==> config.mk <==
export PLATFORM = sky130hd
export DESIGN_NAME = mdclcg_mod_add_pipe
export DESIGN_NICKNAME = d
export VERILOG_FILES = /design/src/rtl/mdclcg_mod_add_pipe.sv
export SDC_FILE = /design/constraint.sdc
export NUM_CORES = 1
export LEC_CHECK = 0
export CORE_UTILIZATION = 30
export CTS_BUF_LIST = sky130_fd_sc_hd__clkbuf_4
export DETAILED_ROUTE_END_ITERATION = 8
export HOLD_SLACK_MARGIN = 0.12
export MAX_ROUTING_LAYER = met4
export SYNTH_ARGS = -nofsm -noshare
export SYNTH_HDL_FRONTEND = slang
export SYNTH_SLANG_ARGS = --single-unit
==> constraint.sdc <==
create_clock -name clk -period 11.1 [get_ports clk]
set_input_delay 2.22 -clock clk [delete_from_list [all_inputs] [get_ports clk]]
set_output_delay 2.22 -clock clk [all_outputs]
set_load 0.02 [all_outputs]
==> src/rtl/mdclcg_mod_add_pipe.sv <==
// Two-stage pipelined modular adder: r = (a + b) mod m on a valid/ready stream.
// Stage 1 forms the raw sum and negated modulus; stage 2 resolves the compare carry.
module mdclcg_mod_add_pipe #(
   parameter int W = 64
) (
   input  logic         clk,
   input  logic         rst,
   input  logic         in_valid,
   output logic         in_ready,
   input  logic [W-1:0] a,
   input  logic [W-1:0] b,
   input  logic [W-1:0] m,
   output logic         out_valid,
   input  logic         out_ready,
   output logic [W-1:0] r,
   output logic         wrapped,
   output logic         range_err,
   output logic [31:0]  wrap_count
);

   localparam int CW = W + 1;
   localparam int LV = $clog2(CW);
   localparam int NP = 1 << LV;

   logic          v1;
   logic          v2;
   logic [CW-1:0] s1;
   logic [CW-1:0] nm1;
   logic          err1;
   logic [W-1:0]  r2;
   logic          wr2;
   logic          err2;
   logic [31:0]   wcnt_q;

   logic          adv2;
   logic          acc;
   logic [CW-1:0] mx;
   logic [CW-1:0] sum_n;
   logic [CW-1:0] nm_n;
   logic          err_n;
   logic [NP-1:0] gv;
   logic [NP-1:0] pv;
   logic          c;
   logic [W-1:0]  t;

   assign adv2     = v1 & (~v2 | out_ready);
   assign in_ready = ~v1 | adv2;
   assign acc      = in_valid & in_ready;

   assign mx    = {1'b0, m};
   assign sum_n = {1'b0, a} + {1'b0, b};
   assign nm_n  = ~mx + CW'(1);
   assign err_n = (m != '0) & ((a >= m) | (b >= m));

   always_ff @(posedge clk or posedge rst) begin
      if (rst) begin
         v1   <= 1'b0;
         s1   <= '0;
         nm1  <= '0;
         err1 <= 1'b0;
      end else if (acc) begin
         v1   <= 1'b1;
         s1   <= sum_n;
         nm1  <= nm_n;
         err1 <= err_n;
      end else if (adv2) begin
         v1   <= 1'b0;
      end
   end

   // Carry-out of s1 + nm1 via a (g,p) reduction tree; pad groups are
   // pure propagate so they pass the lower carry through untouched.
   always_comb begin
      gv = '0;
      pv = '1;
      gv[CW-1:0] = s1 & nm1;
      pv[CW-1:0] = s1 | nm1;
      for (int k = 0; k < LV; k++) begin
         for (int j = 0; j < (NP >> (k + 1)); j++) begin
            gv[j] = gv[2*j+1] | (pv[2*j+1] & gv[2*j]);
            pv[j] = pv[2*j+1] & pv[2*j];
         end
      end
   end

   assign c = gv[0];
   assign t = s1[W-1:0] + nm1[W-1:0];

   always_ff @(posedge clk or posedge rst) begin
      if (rst) begin
         v2   <= 1'b0;
         r2   <= '0;
         wr2  <= 1'b0;
         err2 <= 1'b0;
      end else if (adv2) begin
         v2   <= 1'b1;
         r2   <= c ? t : s1[W-1:0];
         wr2  <= c;
         err2 <= err1;
      end else if (out_ready) begin
         v2   <= 1'b0;
      end
   end

   always_ff @(posedge clk or posedge rst) begin
      if (rst) begin
         wcnt_q <= '0;
      end else if (v2 & out_ready & wr2 & ~&wcnt_q) begin
         wcnt_q <= wcnt_q + 32'd1;
      end
   end

   assign out_valid  = v2;
   assign r          = r2;
   assign wrapped    = wr2;
   assign range_err  = err2;
   assign wrap_count = wcnt_q;

endmodule

==> results.md <==
- Outcome: finished, violations left
- Failing checks: DRC
- Hpwl dp: around 60000 um
- Clock power frac: between 10% and 20%
- FFs w/ async S/R, synth: 100%
- Worst EP required: about 8900 ps
- Fin. max-slew vios: 0
- Post-synthesis net count: ~3400
- Max FO, Critical Path: 4
- Antenna Violating Nets Remaining: 0
- Largest net degree at the start of global routing: between 100 and 150
- GRT Total Usage: about a fifth
- FMAX: 0.171 GHz
- Core Area: 73300 um2
- Final Power: approximately 4.2 mW
- CP Class: in2out
- Number of synthesized flops with an enable pin: 0
- Worst Setup SP: out_ready
- Residual DRC count: 39
- Clock sink total: 231
- Layout cell share with drive strength beyond 1: 4.89%
- Power Density: roughly 160 nW/um2
- CTS root buf: clkbuf_4
- Hold Path Origin: r[47]
- Final period util: between 50% and 60%
- DR iter-0 viols: roughly 1400
- Net Switching: around 1.9 mW
- Synth warn: 0
- Main synth FF type: dfrtp_1
- Distinct cell type count after synthesis: 85
- Post-placement cell count: 3998
- CTS max path bufs: 3
- Filler-free cell count of the finished design: around 4100
- Post-Syn Area: around 22000 um2
- CTS tree: done
- TritonCTS buffer count: 66
- Global-route wire length before repair: 114000 um
- HP Class: reg2reg
- Crit path buf inv count: 2
- Sequential area share after synthesis: between 20% and 30%
- Number of setup buffers added after CTS: 0
- Post-layout minimum cycle time: between 5000 and 6000 ps
- Peak VDD IR: 0.0000644 V
- Area growth syn-to-layout: 21.0%
- IO buf count: 295
- Data arrival, critical path: 3610 ps
- Fin Setup TNS: 0 ps
- Final setup fails: 0
- Die area: between 70000 and 80000 um2
- Max H-tree Level: 3
- Final WS setup: 5270 ps
- Final hold vios: 0
- GP Congestion: ~0.9
- Initial DRT Pass Iterations: 9
- Vias/cell: between 5 and 6
- Crit start category: primary input
- Gr ovfl total: 0
- Synthesized instance count: 2843
- Slew @ Worst Pin: between 1000 and 1500 ps
- Sequential Power Share: ~29%
- Post-DR wirelength/cell: roughly 18 um
- Sw Ratio: 43.9%
- Delay-heaviest family, CP: buffers and inverters
- FF+latch count, synth: ~230
- DRT Wirelength: around 74000 um
- Clk pin slew, worst setup/hold paths: ~60 ps
- Reg2Reg Launch Point: s1[22]
- Cell leakage power: ~12 nW
- Io pins: between 200 and 300
- Placement Cell Area: around 26000 um2
- Die X: around 280 um
- Rows: between 90 and 100
- Post-synthesis area per instance: between 7 and 8 um2
- Layer with the highest usage: met1
- Nets: between 3000 and 4000
- CP peak stage delay: between 600 and 700 ps
- Worst path most repeated cell: clkdlybuf4s50_1
- Vias: about 21000
- Max_slew headroom: a little under a third
- Internal power: 2.37 mW
- Clk_skew: roughly 47 ps
- Number of fill cells in the layout: between 7000 and 8000
- Met1 usage: a little under 30%
- Logic gate share of total power: between 50% and 60%
- Die H: around 280 um
- Critical path cell sequence: clkdlybuf4s50_1 -> nand3b_1 -> clkdlybuf4s50_1
- Post-route cell area: approximately 27000 um2
- Slowest stage cell on the critical path: clkdlybuf4s50_1
- Worst Setup End Kind: output pin
- M2 GR Usage: 28.5%
- Initial antenna violation count: 10
- Starting Density: 30.5%
- Post_cts resized: 0
- Number of global-route vias before repair: between 15000 and 20000
- RSZ-0062 raised after global routing: false
- Hold buffer count at cts: 0
- GRT met3 Usage: between 2 and 2.5%
- Clk_lat worst skew: about 790 ps
- Post-Place Setup Slack: around 4600 ps
- Number of max-cap violations: 0
-- metal layers --
layer	part of all wire, %	wire length [um]
met3	4.7	3470
met4	2.2	1600
met2	42	31000
met5	0	0
met1	51	37700
-- cell type report --
type	count	area (um2)	area share, %
Antenna cell	13	32.5	0.120
Clock buffer	93	698	2.58
Clock inverter	16	124	0.458
Inverter	261	987	3.65
Multi-Input combinational cell	2243	15200	56.2
Sequential cell	231	5780	21.4
Tap cell	959	1200	4.44
Timing Repair Buffer	304	3020	11.2
-- flip-flops by register name, indices dropped and copies added (netlist names) --
name        count
nm1            65
s1             65
r              64
wrap_count     32
err1            1
out_valid       1
range_err       1
v1              1
wrapped         1
-- power groups by stage --
stage	sequential, mW	combinational (mW)	clock, mW
4_1_cts	1.23	2.19	0.841
5_1_grt	1.26	2.44	0.881
3_3_place_gp	1.24	2.17	0
6_report	1.23	2.20	0.804
3_5_place_dp	1.25	2.18	0
2_1_floorplan	1.33	1.26	0
-- worst min-delay path: cells and delay by family, from the launching register on --
kind,cells,cell delay (ps)
compound gates,1,60
flops,1,340
simple gates,1,40
-- cells in the mapped netlist (10+ instances only) --
| cell type | instances | share of area [%] |
|---|---|---|
| a211oi_1 | 25 | 0.84 |
| a21o_1 | 114 | 3.8 |
| a21oi_1 | 242 | 5.4 |
| a31oi_1 | 15 | 0.42 |
| and2_1 | 19 | 0.53 |
| and3_1 | 23 | 0.64 |
| clkbuf_1 | 96 | 1.6 |
| dfrtp_1 | 231 | 26 |
| ha_1 | 321 | 18 |
| inv_1 | 260 | 4.4 |
| nand2_1 | 320 | 5.4 |
| nand2b_1 | 13 | 0.36 |
| nand3_1 | 67 | 1.5 |
| nand4_1 | 68 | 1.9 |
| nor2_1 | 189 | 3.2 |
| nor2b_1 | 20 | 0.56 |
| nor3_1 | 50 | 1.1 |
| nor4_1 | 30 | 0.84 |
| o211ai_1 | 14 | 0.47 |
| o21a_1 | 17 | 0.57 |
| o21ai_0 | 283 | 6.3 |
| o21bai_1 | 27 | 0.91 |
| o31ai_1 | 29 | 0.97 |
| or3_1 | 10 | 0.28 |
| xnor2_1 | 135 | 5.3 |
| xor2_1 | 54 | 2.1 |
-- worst paths after layout --
path	end	cells after the start	slack [ps]
worst min-delay path	r[47]	2	480
worst max register to register	r[58]	11	6910
worst max-delay path	in_ready	3	5270
worst min register to register	r[47]	2	480
min in group asynchronous	r[0]	2	1990
max in group asynchronous	nm1[51]	3	7740
-- stage by stage --
step / util (%) / hold WS [ps]
2_1_floorplan: - / 439
3_3_place_gp: 35.7 / 461
3_5_place_dp: 35.7 / 471
4_1_cts: 36.8 / 484
5_1_grt: 36.9 / 497
6_report: 36.9 / 475
-- logic make-up after synthesis --
family	after synthesis	share of synthesized area, %
DFF	231	25.8
and+or+nand+nor	859	18.4
adders and majority gates	323	18.1
xor gates and xnor gates	189	7.40
AOI/OAI and AO/OA	860	23.4
muxes	12	0.571
buffers and inverters	369	6.27
-- layout by cell type (no fill, tap or decap), types with 9 or more instances in the layout --
master,count
a211oi_1,25
a21o_1,114
a21oi_1,242
a31oi_1,15
and2_1,19
and3_1,23
buf_4,9
clkbuf_4,93
clkdlybuf4s50_1,295
dfrtp_1,231
diode_2,13
ha_1,321
inv_1,259
nand2_1,318
nand2b_1,13
nand3_1,67
nand4_1,68
nor2_1,189
nor2b_1,20
nor3_1,50
nor4_1,30
o211ai_1,14
o21a_1,17
o21ai_0,283
o21bai_1,27
o31ai_1,29
or3_1,10
xnor2_1,135
xor2_1,54
No activity file was read; power rests on OpenSTA's default activity.
